### src/rtl/i2c_bus_conditioner.sv
// I2C pad front end: per-line metastability synchronizer and run-length
// deglitch filter, registered edge strobes, START/STOP detection and a
// bus-busy tracker with an optional idle timeout.
//
// Strobe timing: every strobe (edges, START, STOP) is registered on the same
// clock edge as the filtered level it describes. A strobe is high in exactly
// the first cycle in which SDA_sync/SCL_sync shows the new value.
//
// bus_busy is the FSM state itself (IDLE=0, BUSY=1). It changes on the edge
// after the START/STOP strobe cycle.
module i2c_bus_conditioner #(
    parameter int SYNC_STAGES  = 2,
    parameter int FILTER_DEPTH = 3,
    parameter int TIMEOUT_W    = 16
) (
    input  logic                 clk,
    input  logic                 n_rst,
    input  logic                 SDA_in,
    input  logic                 SCL_in,
    input  logic [TIMEOUT_W-1:0] bus_free_count,
    output logic                 SDA_sync,
    output logic                 SCL_sync,
    output logic                 SDA_rise,
    output logic                 SDA_fall,
    output logic                 SCL_rise,
    output logic                 SCL_fall,
    output logic                 start_detect,
    output logic                 stop_detect,
    output logic                 bus_busy
);

    localparam int CNT_W = $clog2(FILTER_DEPTH + 1);
    localparam logic [CNT_W-1:0] FLIP_AT = CNT_W'(FILTER_DEPTH - 1);

    typedef enum logic {
        ST_IDLE = 1'b0,
        ST_BUSY = 1'b1
    } state_t;

    logic [SYNC_STAGES-1:0] sda_meta;
    logic [SYNC_STAGES-1:0] scl_meta;
    logic                   sda_s;
    logic                   scl_s;

    logic [CNT_W-1:0]       sda_cnt;
    logic [CNT_W-1:0]       scl_cnt;
    logic [CNT_W-1:0]       sda_cnt_next;
    logic [CNT_W-1:0]       scl_cnt_next;
    logic                   sda_filt_next;
    logic                   scl_filt_next;

    logic                   sda_rise_next;
    logic                   sda_fall_next;
    logic                   scl_rise_next;
    logic                   scl_fall_next;
    logic                   start_next;
    logic                   stop_next;

    state_t                 state;
    state_t                 state_next;
    logic                   timeout;
    logic [TIMEOUT_W-1:0]   idle_cnt;

    assign sda_s = sda_meta[SYNC_STAGES-1];
    assign scl_s = scl_meta[SYNC_STAGES-1];

    // Synchronizer chains; reset to the idle-bus level (high).
    always_ff @(posedge clk or negedge n_rst) begin
        if (!n_rst) begin
            sda_meta <= '1;
            scl_meta <= '1;
        end else begin
            sda_meta <= {sda_meta[SYNC_STAGES-2:0], SDA_in};
            scl_meta <= {scl_meta[SYNC_STAGES-2:0], SCL_in};
        end
    end

    // Filter next state: count consecutive disagreeing samples, flip on the
    // FILTER_DEPTH-th one and clear the count on that same edge.
    always_comb begin
        sda_cnt_next  = '0;
        sda_filt_next = SDA_sync;
        if (sda_s != SDA_sync) begin
            if (sda_cnt == FLIP_AT) begin
                sda_filt_next = ~SDA_sync;
            end else begin
                sda_cnt_next = sda_cnt + CNT_W'(1);
            end
        end
    end

    // Same filter rule for SCL.
    always_comb begin
        scl_cnt_next  = '0;
        scl_filt_next = SCL_sync;
        if (scl_s != SCL_sync) begin
            if (scl_cnt == FLIP_AT) begin
                scl_filt_next = ~SCL_sync;
            end else begin
                scl_cnt_next = scl_cnt + CNT_W'(1);
            end
        end
    end

    // Strobe decode from current vs next filtered levels. START/STOP need SCL
    // high both before and after this edge, which excludes a same-cycle SCL edge.
    always_comb begin
        sda_rise_next = ~SDA_sync & sda_filt_next;
        sda_fall_next = SDA_sync & ~sda_filt_next;
        scl_rise_next = ~SCL_sync & scl_filt_next;
        scl_fall_next = SCL_sync & ~scl_filt_next;
        start_next    = sda_fall_next & SCL_sync & scl_filt_next;
        stop_next     = sda_rise_next & SCL_sync & scl_filt_next;
    end

    // Filtered levels, filter counters and strobes, all registered together.
    always_ff @(posedge clk or negedge n_rst) begin
        if (!n_rst) begin
            sda_cnt      <= '0;
            scl_cnt      <= '0;
            SDA_sync     <= 1'b1;
            SCL_sync     <= 1'b1;
            SDA_rise     <= 1'b0;
            SDA_fall     <= 1'b0;
            SCL_rise     <= 1'b0;
            SCL_fall     <= 1'b0;
            start_detect <= 1'b0;
            stop_detect  <= 1'b0;
        end else begin
            sda_cnt      <= sda_cnt_next;
            scl_cnt      <= scl_cnt_next;
            SDA_sync     <= sda_filt_next;
            SCL_sync     <= scl_filt_next;
            SDA_rise     <= sda_rise_next;
            SDA_fall     <= sda_fall_next;
            SCL_rise     <= scl_rise_next;
            SCL_fall     <= scl_fall_next;
            start_detect <= start_next;
            stop_detect  <= stop_next;
        end
    end

    // Timeout compares the live threshold, so a new bus_free_count applies at once.
    assign timeout = (state == ST_BUSY) && (bus_free_count != '0) &&
                     (idle_cnt == bus_free_count);

    // Bus state register.
    always_ff @(posedge clk or negedge n_rst) begin
        if (!n_rst) begin
            state <= ST_IDLE;
        end else begin
            state <= state_next;
        end
    end

    // Bus state transitions; a repeated START in BUSY simply stays in BUSY.
    always_comb begin
        state_next = state;
        case (state)
            ST_IDLE: if (start_detect) state_next = ST_BUSY;
            ST_BUSY: if (stop_detect || timeout) state_next = ST_IDLE;
            default: state_next = ST_IDLE;
        endcase
    end

    // Bus state output.
    always_comb begin
        bus_busy = (state == ST_BUSY);
    end

    // Idle counter: counts both-high cycles while staying in BUSY, saturating;
    // cleared by a low line, while IDLE, and on entry to or exit from BUSY.
    always_ff @(posedge clk or negedge n_rst) begin
        if (!n_rst) begin
            idle_cnt <= '0;
        end else if (state == ST_BUSY && state_next == ST_BUSY) begin
            if (SDA_sync && SCL_sync) begin
                if (idle_cnt != '1) idle_cnt <= idle_cnt + TIMEOUT_W'(1);
            end else begin
                idle_cnt <= '0;
            end
        end else begin
            idle_cnt <= '0;
        end
    end

endmodule

### config.mk
export PLATFORM = sky130hd
export DESIGN_NAME = i2c_bus_conditioner
export DESIGN_NICKNAME = d
export VERILOG_FILES = /design/src/rtl/i2c_bus_conditioner.sv
export SDC_FILE = /design/constraint.sdc
export NUM_CORES = 1
export LEC_CHECK = 0
export ABC_AREA = 1
export BUFFER_PORTS_ARGS = -buffer_cell sky130_fd_sc_hd__buf_2
export CORE_ASPECT_RATIO = 0.6
export CORE_MARGIN = 3
export CORE_UTILIZATION = 34
export CTS_BUF_LIST = sky130_fd_sc_hd__clkbuf_8 sky130_fd_sc_hd__clkbuf_16
export CTS_CLUSTER_DIAMETER = 150
export DETAILED_ROUTE_END_ITERATION = 8
export SYNTH_ARGS = -nofsm -noshare
export SYNTH_HDL_FRONTEND = slang
export SYNTH_SLANG_ARGS = --single-unit
### constraint.sdc
create_clock -name clk -period 3.5 [get_ports clk]
set_clock_uncertainty 0.05 [all_clocks]
set_input_delay 0 -clock clk [delete_from_list [all_inputs] [get_ports clk]]
set_output_delay 0 -clock clk [all_outputs]
set_load 0.02 [all_outputs]
==> metrics.md, run 1 <==
| Metric | Value |
|---|---|
| Status | completed |
| Post-synthesis register bit count | 33 |
| Crit Reg-Reg Startpoint | idle_cnt[1] |
| Proportion of layout cells with a drive suffix above 1 | 0.208 |
| Part of the Yosys area used for sequential elements | 0.447 |
| Final critical-path setup slack | 1.62 ns |
| Std-Cell Rows | 20 |
| P per Cell Area | 544 nW/µm² |
| Detailed-placement wirelength estimate | 3230 µm |
| Floorplan die area | 6430 µm² |
| First element of the critical path | idle_cnt[1] |
| Final antenna-violating net count | 0 |
| Final std cell area, no fill | 2220 µm² |
| Number of antenna violations at the first check in global routing | 0 |
| Detailed-route via count | between 1500 and 2000 |
| Category of the most critical setup path | reg2reg |
| Number of global-route vias before repair | 1440 |
| Worst slew margin | 0.533 |
| I/O pins | 29 |
| Post-synthesis cell type count | 28 |
| Unrepaired setup endpoints after global routing | false |
| Synth Cell Area | 1860 µm² |
| Root buffer cell | sky130_fd_sc_hd__clkbuf_8 |
| Overflow left after global routing | 0 |
| Count of placed standard cells including taps | 338 |
| Layout fillers | roughly 530 |
| Number of cells in the finished layout apart from fillers | 349 |
| Number of buffer cells added on primary ports | 28 |
| Layout overhead on the synthesized area | 19.2% |
| Worst Path Arrival | 2.01 ns |
| Total detailed-routing wirelength | 4190 µm |
| Number of cell instances on the worst register-to-register path | 10 |
| Portion of total power attributed to the clock network | 0.305 |
| Count of final max-slew check failures | 0 |
| Number of buffers added for setup after CTS | 0 |
| Clock buffer depth | 2 |
| TNS Setup | 0 ns |
| Footprint of the multi-input gates | 901 µm² |
| Max capacitance violation total | 0 |
| Synthesized area divided by synthesized cell count | 7.60 µm² |
| Crit. End Element | flop |
| Main combinational cell family by area after synthesis | simple AND/OR/NAND/NOR gates |
| Pin count of the biggest net entering global routing | 34 |
| Part of the total power dissipated in sequential elements | 0.419 |
| Clock Pin Slew Worst Setup and Hold Paths | 0.07 ns |
| Max VDD drop | 0.000393 V |
| Vias per cell | around 4.6 |
| Net total in the final layout | 303 |
| CTS H-tree lvls | 2 |
| Clock tree from TritonCTS | done |
| Cell area after placement | 2070 µm² |
| Net Switching | 0.416 mW |
| Count of synthesis-stage warnings from yosys | 0 |
| Post-Syn Instances | about 250 |
| Cell at the slowest stage of the critical path | sky130_fd_sc_hd__dfrtp_1 |
| Number of buffers created by CTS | 5 |
| Latest clock arrival within the worst-skew pair | 0.29 ns |
| Critical Path Most Common Cell | sky130_fd_sc_hd__nand2_1 |
| Share of synthesized cell area in full adder, half adder and majority cells | 0.00672 |
| Drt wl/cell | roughly 12 µm |
| Minimum period implied by the final worst setup slack | 1.88 ns |
| Least-Margin Pin Slew | 0.701 ns |
| Simple-Gate Fraction of Synth Area | 0.373 |
| Routability cong. | 0.911 |
| Switch share | 0.344 |
| Finish-stage setup viols | 0 |
| Final Hold Violating Endpoints | 0 |
| Die X | 102 µm |
| Wire length of the first global-routing pass | 6960 µm |
| Vertical extent of the die | ~63 µm |
| Number of iterations in the first detailed-routing pass | 4 |
| Fraction of the mapped netlist area in compound gates | 0.0376 |
| Part of the total power dissipated in combinational logic | 0.276 |
| Total DRC errors in the routed layout | 0 |
| Worst Path Required | around 3.6 ns |
| Leakage power | 1.04 nW |
| Area of the core | ~5200 µm² |
| Path class of the lowest-slack min-delay path | in2async |
| Starting DRC count in detailed routing | around 140 |
| Fraction of the cycle the final worst path needs | 0.538 |
| Setup slack after placement | around 1.6 ns |
| Net Count, Synth | 266 |
| Sequential cell area | ~830 µm² |
| Critical-path cell list | ha_1 -> inv_1 -> nor2_4 -> nand3_2 -> nor2_2 -> nand4_2 -> nand2_1 -> nand2_1 -> nand2_1 -> nor2_1 |
| Clock Sinks | 33 |
| GRT Overall Usage | 0.145 |
| Initial core utilization | 0.360 |
| CP max stage delay | approximately 0.43 ns |
| Multiplexer area fraction after synthesis | 0 |
| Sort of element at the start of the critical path | flop |
| Max FO, Critical Path | 11 |
| Achievable clock frequency | 531 MHz |
| Cell internal pwr | ~0.8 mW |
| Fraction of synthesized cell area in xor and xnor cells | 0.0658 |
| ANT cells | 0 |
## what timing repair did
item | 4_1_cts | 5_1_grt
resized for setup | 0 | 0
endpoints found under the hold margin | 29 | 0
hold buffers | 3 | 0
## critical path, delay by kind of cell, from the launching register on
family / cells / cell delay (ns)
buffers and inverters: 1 / 0.10
flip-flops: 1 / 0.43
AND/OR/NAND/NOR: 8 / 0.96
adder cells (fa/ha/maj): 1 / 0.24
## registers in the layout, summed over array words and instances, names as in the netlist, 2 cells and up
name / count
sda_cnt: 2
idle_cnt: 16
sda_meta: 2
scl_cnt: 2
scl_meta: 2
## cells in the mapped netlist
library cell                n  share of area
sky130_fd_sc_hd__a21oi_1    1         0.0027
sky130_fd_sc_hd__a21oi_2    1         0.0047
sky130_fd_sc_hd__a31oi_1    1         0.0034
sky130_fd_sc_hd__buf_6      1         0.0060
sky130_fd_sc_hd__clkinv_2   1         0.0027
sky130_fd_sc_hd__dfrtp_1   27           0.36
sky130_fd_sc_hd__dfstp_2    6          0.085
sky130_fd_sc_hd__ha_1       1         0.0067
sky130_fd_sc_hd__inv_1     30          0.060
sky130_fd_sc_hd__nand2_1   68           0.14
sky130_fd_sc_hd__nand2_2    1         0.0034
sky130_fd_sc_hd__nand2_4    1         0.0060
sky130_fd_sc_hd__nand3_1   19          0.051
sky130_fd_sc_hd__nand3_2    1         0.0054
sky130_fd_sc_hd__nand3b_1   2         0.0081
sky130_fd_sc_hd__nand4_1    2         0.0067
sky130_fd_sc_hd__nand4_2    1         0.0067
sky130_fd_sc_hd__nor2_1    37          0.075
sky130_fd_sc_hd__nor2_2     8          0.027
sky130_fd_sc_hd__nor2_4     2          0.012
sky130_fd_sc_hd__nor3_1     8          0.021
sky130_fd_sc_hd__nor3_2     2          0.011
sky130_fd_sc_hd__nor4_1     1         0.0034
sky130_fd_sc_hd__o21ai_1    7          0.019
sky130_fd_sc_hd__o21bai_1   1         0.0040
sky130_fd_sc_hd__o31ai_1    1         0.0040
sky130_fd_sc_hd__xnor2_1   11          0.052
sky130_fd_sc_hd__xor2_1     3          0.014
## final cells by class
| cell class | count | share of cell area |
|---|---|---|
| clock buffer | 6 | 0.0372 |
| clock inverter | 2 | 0.0152 |
| inverter | 31 | 0.0530 |
| multi-input combinational | 180 | 0.406 |
| sequential | 33 | 0.375 |
| tap | 66 | 0.0372 |
| timing repair buffer | 31 | 0.0766 |
## path summary, 6_finish.rpt
kind	endpoint	slack, ns
worst min-delay path	idle_cnt[2]	0.25
worst max-delay path	idle_cnt[13]	1.62
max in group asynchronous	idle_cnt[5]	2.70
min in group clk	scl_meta[1]	0.31
worst max register to register	idle_cnt[13]	1.62
worst min register to register	scl_meta[1]	0.31
## logic make-up (layout without fill, tap and decap cells)
logic type,Yosys count,count (layout)
simple gates,153,153
compound gates,12,12
fa+ha+maj,1,1
flops,33,33
buf+inv,32,70
xor+xnor,14,14
## per-stage QoR
stage | hold WS (ns) | power (mW) | utilization
3_3_place_gp | 0.0510 | 0.847 | 0.400
2_1_floorplan | -0.346 | 0.736 | -
5_1_grt | 0.286 | 1.30 | 0.429
3_5_place_dp | 0.0557 | 0.844 | 0.400
6_report | 0.248 | 1.21 | 0.429
4_1_cts | 0.267 | 1.23 | 0.429
## layout by cell type, fill, tap and decap left out, drive strengths merged
cell type,n
o21bai,1
a31oi,1
a21oi,2
ha,1
o31ai,1
xor2,3
nor2,47
clkinv,1
nor3,10
nand3b,2
bufinv,1
nand3,20
o21ai,7
clkbuf,6
dlygate4sd3,3
inv,31
dfrtp,27
xnor2,11
nand2,70
buf,28
dfstp,6
nor4,1
nand4,3
## per-layer routing
metal  wire length, µm  track usage
met1              2340        0.244
met2              1410        0.159
met3               399       0.0465
met4                32       0.0547
met5                 0            0
## power groups by stage
stage	logic [mW]	registers, mW	clock network, mW
final	0.333	0.506	0.368
after CTS	0.336	0.507	0.387
after floorplan	0.182	0.554	0
after global placement	0.335	0.513	0
after global routing	0.378	0.517	0.402
after detailed placement	0.333	0.512	0
Power figures use the tool's default switching activity.
==> run 2, diff against run 1 <==
clock period = 1.6 ns   (was 3.5 ns; I/O delays follow)
==> metrics.md, run 2 (synthesized netlist as in run 1, its figures left out) <==
| Metric | Value |
|---|---|
| Status | finished, violations left |
| Failing checks | setup timing |
| Most common library cell in the layout ignoring fill and taps | sky130_fd_sc_hd__nand2_1 |
| Critical-path cell list | buf_4 -> inv_1 -> nand2_1 -> nand2_1 -> nand2_2 -> nor2_2 -> nand3_2 -> nor2_4 -> nor2_4 -> nand2_4 -> nor2_1 |
| Routability cong. | 0.935 (+2.7%) |
| ANT cells | 0 (unchanged) |
| Minimum period implied by the final worst setup slack | 1.62 ns (-0.267 ns) |
| Worst slew margin | 0.521 (-0.0119) |
| Total DRC errors in the routed layout | 0 (unchanged) |
| Number of buffers created by CTS | 5 (unchanged) |
| Category of the most critical setup path | reg2reg |
| Max Used Layer | met4 |
| Clock buffer depth | 2 (unchanged) |
| Number of antenna violations at the first check in global routing | 0 (unchanged) |
| Clock tree from TritonCTS | done |
| Met3 WL | 561 µm (+41%) |
| Least-Margin Pin Slew | 0.719 ns (+0.0178 ns) |
| Number of buffer cells added on primary ports | 28 (unchanged) |
| Starting DRC count in detailed routing | 96 (-30%) |
| Area of the core | 5180 µm² (unchanged) |
| Layout fillers | 502 (-5.5%) |
| Total routed wire length on the met1 layer | 2600 µm (+11%) |
| Max VDD drop | 0.000937 V (+140%) |
| Proportion of layout cells with a drive suffix above 1 | 0.323 (+0.114) |
| Final worst hold slack | 0.244 ns (-0.00432 ns) |
| Pin count of the biggest net entering global routing | 34 (unchanged) |
| Commonest cells after routing, fill and taps aside | sky130_fd_sc_hd__nand2_1 (67), sky130_fd_sc_hd__nor2_1 (34), sky130_fd_sc_hd__inv_1 (29), sky130_fd_sc_hd__buf_2 (28), sky130_fd_sc_hd__dfrtp_1 (25) |
| Count of buffer and inverter cells on the critical path | 2 (+1) |
| Detailed-route via count | 1756 (+8.6%) |
| Unrepaired setup endpoints after global routing | true |
| Cell internal pwr | 1.61 mW (+100%) |
| Layout overhead on the synthesized area | 32.9% |
| Biggest register | idle_cnt |
| Final critical-path setup slack | -0.0152 ns (-1.63 ns) |
| Clock Pin Slew Worst Setup and Hold Paths | 0.07 ns (about the same) |
| Worst Path Arrival | 1.75 ns (-0.26 ns) |
| Number of global-route vias before repair | 1598 (+11%) |
| Crit. End Element | flop |
| Fraction of the cycle the final worst path needs | 1.01 (+0.472) |
| Drt wl/cell | 12.9 µm (+7.9%) |
| Cell area after placement | 2270 µm² (+9.3%) |
| P per Cell Area | 1050 nW/µm² (+94%) |
| Achievable clock frequency | 619 MHz (+17%) |
| Path class of the lowest-slack min-delay path | in2async |
| Total detailed-routing wirelength | 4870 µm (+16%) |
| Die X | 102 µm (unchanged) |
| Count of placed standard cells including taps | 362 (+7.1%) |
| Leakage power | 1.16 nW (+12%) |
| CTS H-tree lvls | 2 (unchanged) |
| Root buffer cell | sky130_fd_sc_hd__clkbuf_8 |
| Cell at the slowest stage of the critical path | sky130_fd_sc_hd__dfrtp_1 |
| Wire length of the first global-routing pass | 7990 µm (+15%) |
| Final std cell area, no fill | 2480 µm² (+11%) |
| Net Switching | 1.00 mW (+140%) |
| Worst Path Required | 1.74 ns (-1.89 ns) |
| Final Hold Violating Endpoints | 0 (unchanged) |
| Net total in the final layout | 330 (+8.9%) |
| Overflow left after global routing | 0 (unchanged) |
| Max capacitance violation total | 0 (unchanged) |
| Number of iterations in the first detailed-routing pass | 4 (unchanged) |
| Max FO, Critical Path | 6 (-5) |
| Latest clock arrival within the worst-skew pair | 0.29 ns (about the same) |
| Vias per cell | 4.67 (+0.80%) |
| Vertical extent of the die | 63.3 µm (unchanged) |
| Initial core utilization | 0.360 (unchanged) |
| Clock Sinks | 33 (unchanged) |
| Finish-stage setup viols | 5 (+5) |
| Core utilization of the finished layout | 0.478 (+0.0493) |
| Part of the total power dissipated in sequential elements | 0.421 (+0.002) |
| GRT Overall Usage | 0.164 (+0.0184) |
| Portion of total power attributed to the clock network | 0.259 (-0.046) |
| Floorplan die area | 6430 µm² (unchanged) |
| I/O pins | 29 (unchanged) |
| Switch share | 0.385 (+0.0402) |
| Part of the total power dissipated in combinational logic | 0.320 (+0.044) |
| Number of cells in the finished layout apart from fillers | 376 (+7.7%) |
| Count of final max-slew check failures | 0 (unchanged) |
| Sort of element at the start of the critical path | flop |
| Final antenna-violating net count | 0 (unchanged) |
| CP max stage delay | 0.39 ns (-0.04 ns) |
| Worst reg2reg setup slack | -0.02 ns (-1.63 ns) |
| Number of flip-flops in the largest register | 16 (unchanged) |
| Met2 Wirelength | 1650 µm (+17%) |
| Std-Cell Rows | 20 (unchanged) |
| Worst path top cell family by delay | simple AND/OR/NAND/NOR gates |
| Detailed-placement wirelength estimate | 3720 µm (+15%) |
| Setup slack after placement | -0.117 ns (-1.74 ns) |
==> run 2: final timing paths <==
kind                              from            to  cells after the start
setup / recovery           idle_cnt[0]  idle_cnt[13]                     11
min in group clk                SCL_in   scl_meta[0]                      2
hold reg to reg            scl_meta[0]   scl_meta[1]                      0
max in group asynchronous        n_rst   idle_cnt[8]                      2
hold / removal                   n_rst   stop_detect                      2
setup reg to reg           idle_cnt[0]  idle_cnt[13]                     11
==> run 2: layout make-up <==
class	instances	area (µm²)	area share
clock buffers	6	82.6	0.0334
clock inverters	2	13.8	0.00556
inverters	31	118	0.0475
multi-input cells	182	973	0.393
flip-flops and latches	33	836	0.338
well taps	66	82.6	0.0334
repair buffers	56	370	0.150
==> run 2: worst register-to-register path, delay by kind of cell (launching register included) <==
kind / cells / cell delay [ns]
flops: 1 / 0.39
simple gates: 9 / 0.85
buf+inv: 2 / 0.23
==> run 2: stage by stage <==
step | power [mW] | setup TNS [ns]
CTS | 2.63 | -0.119
finish | 2.61 | -0.0421
global route | 2.80 | -1.74
detailed placement | 1.88 | -1.37
global placement | 1.86 | -1.19
floorplan | 1.61 | 0
==> run 2: power by group through the flow <==
| stage | clock network [mW] | logic, mW | registers (mW) |
|---|---|---|---|
| 6_report | 0.677 | 0.835 | 1.10 |
| 5_1_grt | 0.738 | 0.937 | 1.12 |
| 4_1_cts | 0.698 | 0.828 | 1.10 |
| 3_5_place_dp | 0 | 0.765 | 1.11 |
| 3_3_place_gp | 0 | 0.753 | 1.11 |
| 2_1_floorplan | 0 | 0.398 | 1.21 |
==> run 2: what timing repair did <==
item / CTS / global route
gates resized for setup: 10 / 7
setup endpoints to repair: 17 / 17
setup buffers: 1 / 0
cloned: 2 / 0
endpoints found under the hold margin: 29 / 0
hold buffers: 3 / 0
pin swaps: 8 / 4
==> run 2: routing by layer <==
metal | vias up | GRT usage
met5 | - | 0
met4 | 0 | 0.0315
met3 | 6 | 0.0631
met2 | 72 | 0.192
met1 | 782 | 0.270
li1 | 896 | -
